==> config.mk <==
export PLATFORM = sky130hd
export DESIGN_NAME = lp_mult_result_accum
export DESIGN_NICKNAME = d
export VERILOG_FILES = /design/src/rtl/lp_mult_result_accum.sv
export SDC_FILE = /design/constraint.sdc
export NUM_CORES = 1
export LEC_CHECK = 0
export ABC_AREA = 1
export ABC_CLOCK_PERIOD_IN_PS = 4150
export BUFFER_PORTS_ARGS = -buffer_cell sky130_fd_sc_hd__buf_2
export CORE_ASPECT_RATIO = 1.4
export CORE_UTILIZATION = 44
export DETAILED_ROUTE_END_ITERATION = 6
export PLACE_DENSITY = 0.62
export REMOVE_ABC_BUFFERS = 1
export SKIP_LAST_GASP = 1
export SLEW_MARGIN = 20
export SYNTH_ARGS = -nofsm -noshare
export SYNTH_HDL_FRONTEND = slang
export SYNTH_SLANG_ARGS = --single-unit
==> constraint.sdc <==
create_clock -name clk -period 4.15 [get_ports clk]
set_clock_uncertainty 0.1 [all_clocks]
set_input_delay 0.6225 -clock clk [delete_from_list [all_inputs] [get_ports clk]]
set_output_delay 0.6225 -clock clk [all_outputs]
set_load 0.03 [all_outputs]
==> src/rtl/lp_mult_result_accum.sv <==
// lp_mult_result_accum: captures products from a multiplier pipe in a small
// FIFO, sums groups of n_terms products and presents each group sum with the
// ID of its last product until downstream takes it.
module lp_mult_result_accum #(
    parameter int prod_width = 16,
    parameter int id_width   = 8,
    parameter int acc_width  = 24,
    parameter int depth      = 4,
    parameter int tc_mode    = 0
) (
    input  logic                           clk,
    input  logic                           rst_n,
    input  logic                           arrive,
    input  logic [id_width-1:0]            arrive_id,
    input  logic [prod_width-1:0]          product,
    output logic                           accept_n,
    input  logic [3:0]                     n_terms,
    output logic                           result_valid,
    input  logic                           result_ready,
    output logic [acc_width-1:0]           result,
    output logic [id_width-1:0]            result_id,
    output logic [$clog2(depth+1)-1:0]     fifo_census,
    output logic                           ovf_err
);

    localparam int cw = $clog2(depth + 1);
    localparam int aw = $clog2(depth);

    typedef struct packed {
        logic [id_width-1:0]   id;
        logic [prod_width-1:0] prod;
    } entry_t;

    typedef enum logic {ACC, OUT} state_t;

    entry_t              mem [depth];
    logic [aw-1:0]       wr_ptr, rd_ptr;
    logic [cw-1:0]       cnt;
    state_t              state, state_nxt;
    logic [acc_width-1:0] acc, acc_sum, ext;
    logic [3:0]          term_cnt, grp_len, new_len, eff_len;
    logic                push, pop, last;
    entry_t              head;

    // Full is judged on the registered count only, so accept_n never
    // depends on this cycle's pop.
    assign accept_n    = (cnt == cw'(depth));
    assign push        = arrive && !accept_n;
    assign fifo_census = cnt;
    assign head        = mem[rd_ptr];

    // Group length is latched on the first pop of a group; 0 means 1.
    assign new_len = (n_terms == 4'd0) ? 4'd1 : n_terms;
    assign eff_len = (term_cnt == 4'd0) ? new_len : grp_len;
    assign last    = (term_cnt == eff_len - 4'd1);

    // Product extension: zero- or sign-extend to the accumulator width.
    always_comb begin
        if (tc_mode != 0) ext = acc_width'($signed(head.prod));
        else              ext = acc_width'(head.prod);
    end

    assign acc_sum = acc + ext;

    // FSM state register.
    always_ff @(posedge clk) begin
        if (!rst_n) state <= ACC;
        else        state <= state_nxt;
    end

    // Next state and pop decision: pop the head every ACC cycle it exists.
    always_comb begin
        state_nxt = state;
        pop       = 1'b0;
        case (state)
            ACC: begin
                if (cnt != '0) begin
                    pop = 1'b1;
                    if (last) state_nxt = OUT;
                end
            end
            OUT: begin
                if (result_ready) state_nxt = ACC;
            end
            default: state_nxt = ACC;
        endcase
    end

    // FIFO storage; arrivals during reset are never written.
    always_ff @(posedge clk) begin
        if (rst_n && push) mem[wr_ptr] <= '{id: arrive_id, prod: product};
    end

    // FIFO pointers, occupancy and sticky overflow flag.
    always_ff @(posedge clk) begin
        if (!rst_n) begin
            wr_ptr  <= '0;
            rd_ptr  <= '0;
            cnt     <= '0;
            ovf_err <= 1'b0;
        end else begin
            if (push) wr_ptr <= wr_ptr + 1'b1;
            if (pop)  rd_ptr <= rd_ptr + 1'b1;
            case ({push, pop})
                2'b10:   cnt <= cnt + 1'b1;
                2'b01:   cnt <= cnt - 1'b1;
                default: cnt <= cnt;
            endcase
            if (arrive && accept_n) ovf_err <= 1'b1;
        end
    end

    // Accumulator, term counter and result register.
    always_ff @(posedge clk) begin
        if (!rst_n) begin
            acc          <= '0;
            term_cnt     <= '0;
            grp_len      <= 4'd1;
            result_valid <= 1'b0;
            result       <= '0;
            result_id    <= '0;
        end else if (pop) begin
            acc      <= acc_sum;
            term_cnt <= term_cnt + 4'd1;
            if (term_cnt == 4'd0) grp_len <= new_len;
            if (last) begin
                result       <= acc_sum;
                result_id    <= head.id;
                result_valid <= 1'b1;
            end
        end else if (state == OUT && result_ready) begin
            result_valid <= 1'b0;
            acc          <= '0;
            term_cnt     <= '0;
        end
    end

endmodule

* Word level (Yosys, flattened, before mapping)
Memory sizes are Yosys's and may differ from the RTL's. A register that Yosys moved wholly into a read port is not among the register bits. Cells that the tools add are included.
Word-level totals: memory bits (read-only) 0, register bits 74, output and inout bits 38, logic and storage cells 57, input bits 32, latch bits 0, bits in writable memories 96, memories 1
Cells by class: reduce and logical (&&, ||, !) cells 12, $lt $le $gt $ge 0, add/subtract/negate cells 7, eq/ne operators 5, div/mod/pow operators 0, multiply operators 0, bitwise gates (word level) 1, shift operators 0, multiplexer cells 20
Memories:
- mem | depth 4, width 24, read ports 1, clocked after Yosys merged registers in 1, write ports 1, RTL line 36 | entry_t mem [depth];
Operator list (count):
- $mux 24 | 2
- $add 24x16->24 | 1
- $mux 4 | 4
- $mux 1 | 10
- $logic_not 4->1 | 2
- $pmux 3 s2 | 1
- $add 2x1->2 const B | 2
- $add 4x1->4 const B | 1
- $eq 4x4->1 | 1
- $logic_and 1x1->1 | 4
- $mux 2 | 2
- $reduce_and 2->1 | 2
- $reduce_bool 2->1 | 2
- $sub 4x1->4 const B | 1
- $add 3x1->3 const B | 1
- $eq 3x3->1 const B | 1
- $reduce_bool 3->1 | 1
- $sub 3x1->3 const B | 1
- $eq 2x1->1 const B | 1
- $eq 2x2->1 const B | 1
- $ne 2x1->1 const B | 1
- $pmux 1 s2 | 1
- $logic_not 1->1 | 1
- $not 1->1 | 1

* Logic depth before layout (Yosys ltp)
Gate-level depths: netlist (run 1).
word-level depth 8, mapped depth 18, mapped depth without buffers 17

* Worst setup path before layout (run 1)
Ideal clock, no wire load.
path kind register to register, start register (tool-made name), end register acc[8], cell stages (with the launch flop) 15, required time 3.980 ns, clock period less this slack 2.603 ns, buffers on the path 2, slack 1.547 ns, library setup time 0.070 ns, arrival time 2.432 ns, cells stage by stage dfxtp_1 inv_1 clkbuf_1 clkbuf_1 nor2_1 o22ai_1 ha_1 fa_1 nand3_1 nand3_1 nand2_1 nand2_1 xnor2_1 or2_2 a21oi_1
RTL lines:
- end signal, assigned | RTL line 123 | acc <= acc_sum;
- end, declared | RTL line 40 | logic [acc_width-1:0] acc, acc_sum, ext;

* Worst setup path in the final report (run 1)
start register term_cnt[1], end register result[8]
On the way: longest elaborated chain between the ends 5
Ends and longest elaborated chain:
- start, declared | RTL line 41 | logic [3:0] term_cnt, grp_len, new_len, eff_len;
- start signal, assigned | RTL line 124 | term_cnt <= term_cnt + 4'd1;
- $logic_not 4->1 | RTL line 54 | assign eff_len = (term_cnt == 4'd0) ? new_len : grp_len;
- $mux 4
- $sub 4x1->4 | RTL line 55 | assign last = (term_cnt == eff_len - 4'd1);
- $eq 4x4->1 (*) | RTL line 55
- $reduce_and 2->1 (no source line) (*)
- end signal, assigned | RTL line 127 | result <= acc_sum;
- end, declared | RTL line 20 | output logic [acc_width-1:0] result,
Every way passes the cells marked *; elsewhere a longest branch is shown, timed or not. A chain may end at the register's enable or synchronous reset.

==> results of run 1 <==
## path summary, 6_finish.rpt
kind,from,slack [ns],to
worst max-delay path,term_cnt[1],1.12,result[8]
worst min register to register,ovf_err,0.36,ovf_err
worst max register to register,term_cnt[1],1.12,result[8]
worst min-delay path,arrive_id[1],0.30,mem[2][17]
## stage by stage
step	instance area, um2	setup WS [ns]	utilization	hold WS [ns]
final	9560	1.12	0.512	0.301
after floorplan	8230	0.460	-	0.345
after global routing	9560	0.797	0.512	0.295
after CTS	9560	1.10	0.512	0.293
after detailed placement	8980	1.12	0.481	0.348
after global placement	8980	1.14	0.481	0.342
## cells in the final DEF, fill, tap and decap left out, types with 2 or more instances in the layout
| cell | n |
|---|---|
| edfxtp_1 | 96 |
| inv_2 | 2 |
| xor2_1 | 4 |
| nand2_2 | 3 |
| inv_8 | 3 |
| a21boi_0 | 2 |
| inv_6 | 5 |
| dfxtp_1 | 76 |
| nor2_2 | 4 |
| o22ai_1 | 24 |
| xnor2_1 | 5 |
| a31oi_1 | 3 |
| buf_2 | 69 |
| nand4_1 | 15 |
| ha_1 | 24 |
| a21oi_1 | 60 |
| nand3b_1 | 19 |
| nand2_4 | 2 |
| or2_2 | 4 |
| clkinv_8 | 3 |
| buf_4 | 13 |
| nand3_1 | 47 |
| a21oi_2 | 10 |
| fa_1 | 2 |
| and2_1 | 2 |
| nand2_1 | 270 |
| o21ai_0 | 60 |
| nor2_4 | 2 |
| nor2_1 | 127 |
| clkbuf_16 | 17 |
| inv_1 | 102 |
## per-layer routing
metal,routed length [um],up-vias,global-route usage
li1,-,3456,-
met3,690,35,0.0340
met5,0,-,0
met2,9880,135,0.374
met1,8250,3110,0.235
met4,641,0,0.0947
## power by group through the flow
| stage | clock network [mW] | registers [mW] | logic (mW) |
|---|---|---|---|
| after global placement | 0 | 2.27 | 3.82 |
| after CTS | 1.57 | 2.24 | 3.88 |
| after global routing | 1.64 | 2.27 | 4.36 |
| final | 1.54 | 2.24 | 3.86 |
| after floorplan | 0 | 2.53 | 2.53 |
| after detailed placement | 0 | 2.28 | 3.86 |
## cells by family after synthesis
logic type,Yosys count
adder cells (fa/ha/maj),26
flip-flops,172
XOR/XNOR,9
buffers and inverters,141
AO/OA/AOI/OAI,163
AND/OR/NAND/NOR,498
## flip-flops by register name, summed over array words and instances (netlist names), named ones only
register	flops
acc	24
rd_ptr	2
ovf_err	1
term_cnt	4
fifo_census	3
state	1
result_valid	1
wr_ptr	2
mem	96
result	24
result_id	8
grp_len	4
## final cells by class
cell class | instances | area share
sequential | 172 | 0.461
multi-input combinational | 696 | 0.360
timing repair buffer | 82 | 0.0463
clock buffer | 18 | 0.0449
inverter | 104 | 0.0408
tap | 244 | 0.0319
clock inverter | 14 | 0.0154
## worst max-delay path: stages (launching register included)
cell	delay [ns]
dfxtp_1	0.44
inv_1	0.09
ha_1	0.24
nand2_4	0.12
nand2_1	0.09
and2_4	0.17
ha_1	0.20
xnor2_1	0.17
nand3_1	0.10
nand2_1	0.08
nand3_1	0.10
nor2_4	0.27
buf_4	0.42
nand3_1	0.14
nand2_1	0.12
nor2_1	0.04
==> results.toml, run 1 <==
[run_status]
status = "complete, no violations"

[logic_synthesis]
synth_edf_count = 96
synth_cells = 1009
yosysMostFrequentCell = "nand2_1"
yosysTopAreaCellShare = 0.342
ys_types = 36
synth-compound-area-share = 0.108
synthAdderAreaFrac = 0.0403
yosys.area.top_type = "edfxtp_1"
synth_top_family_by_area = "simple AND/OR/NAND/NOR gates"
syn-cell-area_um2 = 8440
avgSynthCellArea_um2 = 8.36
synth-seq-cells = 172
async_flop_share = 0
muxShareOfSynthArea = 0
synth_ff_type = "edfxtp_1"
synth_seq_area_share = 0.522
yosys.area_share.simple = 0.249
synth_xor_area_frac = 0.00934
synth_common_cells = "nand2_1 (270), nor2_1 (131), inv_1 (103), edfxtp_1 (96), dfxtp_1 (76)"
ys_warn_count = 0
synth_area_leaders = "edfxtp_1 (34%), dfxtp_1 (18%), nand2_1 (12%), nor2_1 (5.8%), inv_1 (4.6%)"

[setup_path]
critPathRequiredTime_ns = 4.37
critPathLaunchType = "flop"
reg2reg_depth = 15
endpoint_kind = "flop"
path_class = "flop to flop"
cp_max_fo = 30
arrival_ns = 3.24

[floorplanning]
io_pins = 70
initial_core_util = 0.452
die_h_um = 166
core_um2 = 18700
die-width_um = 119
die_area_um2 = 19700
rows = 59

[placement]
dp_hpwl_um = 13400
routabilityCongestion = 0.921
portBuffers = 69
dp.cells = 1298

[final_layout]
nNetsFinal = 1131
diodes = 0
area_delta_synth_final_pct = 13.3
drive_gt1_frac = 0.132
final_cells = 1330
multiInputGateArea_um2 = 3440
regArea_um2 = 4400
nFillCells = 1790

[power]
power_frac_comb = 0.505
p_int_mw = 4.12
power_mw = 7.64
power_frac_seq = 0.293
p_leak_nw = 4.15
switchingPower_mw = 3.52
swShare = 0.461
irDropWorstVdd_v = 0.000393
p_per_area_nw_per_um2 = 799
share_clk_of_total_power = 0.202

[cts]
root_buffer = "clkbuf_16"
cts_tree = "yes"
path_clk_slew_ns = 0.07
clockBufferDepth = 2
clock_latency_ns = 0.43
numCtsBuffers = 17
clock-sinks = 172
cts_resized = 0
ctsHoldBuffers = 0
cts_max_level = 4
cts_setup_buffers = 0

[min_path]
hold_depth = 1
hold_path.class = "primary input to flop"

[detailed_routing]
ant_nets = 0
drt_first_pass_iters = 7
vias = 6736
wl_per_cell_um = 14.6
wirelength_um = 19500
drcViolationCount = 0
vias_per_cell = 5.06
drt_iter0_markers = 379

[sta]
period_share = 0.729
max_freq_mhz = 330
final-max-slew-violation-count = 0
setup_viol_count_final = 0
period_needed_ns = 3.03
rsz0062_at_grt = "false"
worst_pin_slew_ns = 0.890
finalHoldViolCount = 0
tns_ns = 0
relSlewSlack = 0.405

[grt]
grt_util_all_layers = 0.207
antenna_found_initial = 0
overflow = 0
grt_max_degree = 49
grt_pass1_vias = 6624
grt_pass1_wl_um = 31900

[job]
maxCapViolations = 0
Note: power is estimated with default switching activity, not from simulation.
==> run 2, diff against run 1 <==
--- a/config.mk
+++ b/config.mk
@@ -5,13 +5,13 @@
 export SDC_FILE = /design/constraint.sdc
 export NUM_CORES = 1
 export LEC_CHECK = 0
-export ABC_AREA = 1
-export ABC_CLOCK_PERIOD_IN_PS = 4150
+export ABC_AREA = 0
+export ABC_CLOCK_PERIOD_IN_PS = 2600
 export BUFFER_PORTS_ARGS = -buffer_cell sky130_fd_sc_hd__buf_2
 export CORE_ASPECT_RATIO = 1.4
 export CORE_UTILIZATION = 44
 export DETAILED_ROUTE_END_ITERATION = 6
-export PLACE_DENSITY = 0.62
+export PLACE_DENSITY = 0.64
 export REMOVE_ABC_BUFFERS = 1
 export SKIP_LAST_GASP = 1
 export SLEW_MARGIN = 20
==> constraint.sdc (replaced) <==
create_clock -name clk -period 2.6 [get_ports clk]
set_clock_uncertainty 0.1 [all_clocks]
set_input_delay 0.39 -clock clk [delete_from_list [all_inputs] [get_ports clk]]
set_output_delay 0.39 -clock clk [all_outputs]
set_load 0.03 [all_outputs]
==> run 2 against run 1 <==
  * The flow now finishes with violations (design-rule violations, negative setup slack)
  * Power is 89% higher
  * Wire length grew 7.7%
  * Via count decreased by 8.5%
  * Sequential share of layout area down 5.0 points
  * Non-clock buffer count increased by 102
  * First-iteration DRC count decreased by 5.0%
  * Synthesized cell count is 33% lower
  * Sequential cell count did not move
  * Combinational power rose by 120%
  * Synthesized area shrank 4.9%
  * Global-route usage is 2.4 points higher
  * Critical path depth fell by 5
  * Critical endpoint is now acc[18]
  * Largest cell class unchanged
==> results.toml, run 2 <==
[final_layout]
top_register = "mem"
drive_gt1_frac = 0.413
nNetsFinal = 902
area_delta_synth_final_pct = 33.7
layout_commonest_cell = "edfxtp_1"
stdcell_area_um2 = 10700
final_cell_mix = "edfxtp_1 (96), buf_4 (95), dfxtp_1 (74), buf_2 (69), a21oi_1 (57)"
largest_reg_flops = 96
final_cells = 1097
multiInputGateArea_um2 = 4020
nFillCells = 1436
reg_top3 = "mem (96), acc (24), result (24)"
regArea_um2 = 4410
diodes = 0

[detailed_routing]
vias_per_cell = 5.62
vias = 6165
drt_first_pass_iters = 7
ant_nets = 0
wl_per_cell_um = 19.1
drcViolationCount = 2
drt_iter0_markers = 360
wirelength_um = 21000

[min_path]
hold_path.class = "primary input to flop"

[logic_synthesis]
yosysTopAreaCellShare = 0.359
ys_warn_count = 0
yosys.area.top_type = "edfxtp_1"
syn-cell-area_um2 = 8030
synth_ff_type = "edfxtp_1"
yosysMostFrequentCell = "edfxtp_1"
async_flop_share = 0
synth_seq_area_share = 0.549
synth_common_cells = "edfxtp_1 (96), dfxtp_1 (76), a21oi_1 (73), nand2_1 (55), nand3_1 (40)"
synth_edf_count = 96
synth_cells = 681
synth-seq-cells = 172
ys_types = 75
synth_area_leaders = "edfxtp_1 (36%), dfxtp_1 (19%), mux4_2 (6.7%), a21oi_1 (4.6%), ha_1 (3.7%)"
avgSynthCellArea_um2 = 11.8

[grt]
grt_max_degree = 34
grt_pass1_wl_um = 32600
antenna_found_initial = 0
grt_pass1_vias = 6451
overflow = 0
grt_util_all_layers = 0.230

[job]
maxCapViolations = 0

[run_status]
status = "finished with violations"
violations = "design-rule violations, negative setup slack"

[placement]
placed_cell_area_um2 = 9180
routabilityCongestion = 0.904
portBuffers = 69
dp_hpwl_um = 13800
pre_cts_slack_ns = -0.667
dp.cells = 1036

[setup_path]
critPathMaxStageDelay_ns = 0.50
reg2reg_to = "acc[18]"
critPathRequiredTime_ns = 2.82
arrival_ns = 3.25
path_class = "flop to flop"
slowest_stage = "mux4_2"
reg2reg_depth = 10
crit_cells = 10
critPathLaunchType = "flop"
path_delay_family = "compound AO/OA/AOI/OAI gates"
timing.critical_path.buf_inv = 1
endpoint_kind = "flop"
endpoint = "acc[18]"
rrSetupSlack_ns = -0.42
path_cells = "mux4_2 > ha_2 > fa_2 > a211oi_2 > buf_4 > o211ai_1 > a211o_1 > nand2_2 > nor2_2 > o221a_2"
cp_max_fo = 4

[floorplanning]
initial_core_util = 0.448
die-width_um = 116
die_h_um = 162
core_um2 = 17900
rows = 58
io_pins = 70
die_area_um2 = 18800

[power]
switchingPower_mw = 6.00
p_per_area_nw_per_um2 = 1340
power_frac_seq = 0.248
irDropWorstVdd_v = 0.000609
p_int_mw = 8.42
p_leak_nw = 3.97
power_mw = 14.4
power_frac_comb = 0.579
share_clk_of_total_power = 0.173
swShare = 0.416

[sta]
finalHoldViolCount = 0
period_needed_ns = 3.02
max_freq_mhz = 331
rsz0062_at_grt = "true"
setup_viol_count_final = 50
worst_pin_slew_ns = 0.685
setup_slack_ns = -0.424
final-max-slew-violation-count = 0
relSlewSlack = 0.542
period_share = 1.16

[cts]
path_clk_slew_ns = 0.07
clock-sinks = 172
clock_latency_ns = 0.43
root_buffer = "clkbuf_16"
cts_max_level = 4
numCtsBuffers = 17
cts_tree = "yes"
clockBufferDepth = 2
## run 2: worst reg2reg max path, stage by stage, from the launching register on
cell	delay, ns
dfxtp_4	0.38
mux4_2	0.51
ha_2	0.21
fa_2	0.36
a211oi_2	0.23
buf_4	0.16
o211ai_1	0.15
a211o_1	0.39
nand2_2	0.14
nor2_2	0.04
o221a_2	0.26
## run 2: logic make-up (layout without fill, tap and decap cells)
family                     Yosys count  count (layout)  share of synthesized area
and+or+nand+nor                    189             189                      0.122
AOI/OAI and AO/OA                  183             183                      0.147
DFF                                172             172                      0.549
xor gates and xnor gates            25              25                     0.0282
muxes                               31              31                     0.0778
adders and majority gates           26              26                     0.0424
buffers and inverters               55             231                     0.0335
## run 2: timing repair
action                                  4_1_cts  5_1_grt
resized for setup                            76       49
buffers inserted                             16       12
endpoints found under the setup margin       54       53
hold buffers                                  0        0
cloned                                        1        3
pin swaps                                    21       32
## run 2: cell type report
| cell class | instances | share of cell area |
|---|---|---|
| repair buffers | 184 | 0.127 |
| well taps | 240 | 0.0280 |
| clock inverters | 14 | 0.0145 |
| multi-input cells | 454 | 0.374 |
| inverters | 15 | 0.00525 |
| clock buffers | 18 | 0.0400 |
| flip-flops and latches | 172 | 0.411 |
## run 2: how the worst min path moves through the flow
stage,from,end,cells after the start
2_1_floorplan,acc[0],acc[0],2
3_3_place_gp,result[13],result[13],2
3_5_place_dp,result_valid,result_valid,2
4_1_cts,arrive_id[5],mem[0][21],1
5_1_grt,arrive_id[5],mem[0][21],1
6_report,arrive_id[5],mem[0][21],1
## run 2: routing by layer
metal	vias to the layer above	GRT usage	wire [um]
li1	2895	-	-
met1	3065	0.257	8320
met2	146	0.415	11200
met3	59	0.0437	704
met4	0	0.110	766
met5	-	0	0
## run 2: stage by stage
stage	hold slack, ns	util	setup TNS [ns]
after CTS	0.0492	0.577	-9.42
final	0.0658	0.599	-11.19
after floorplan	0.352	-	-43.71
after detailed placement	0.348	0.512	-23.68
after global routing	0.0576	0.599	-16.70
after global placement	0.339	0.512	-18.23
## run 2: power by group through the flow
stage	clock network [mW]	logic, mW	registers (mW)
after detailed placement	0	6.38	3.56
final	2.50	8.35	3.57
after CTS	2.53	7.41	3.55
after global routing	2.64	8.91	3.61
after floorplan	0	3.47	3.81
after global placement	0	6.23	3.54
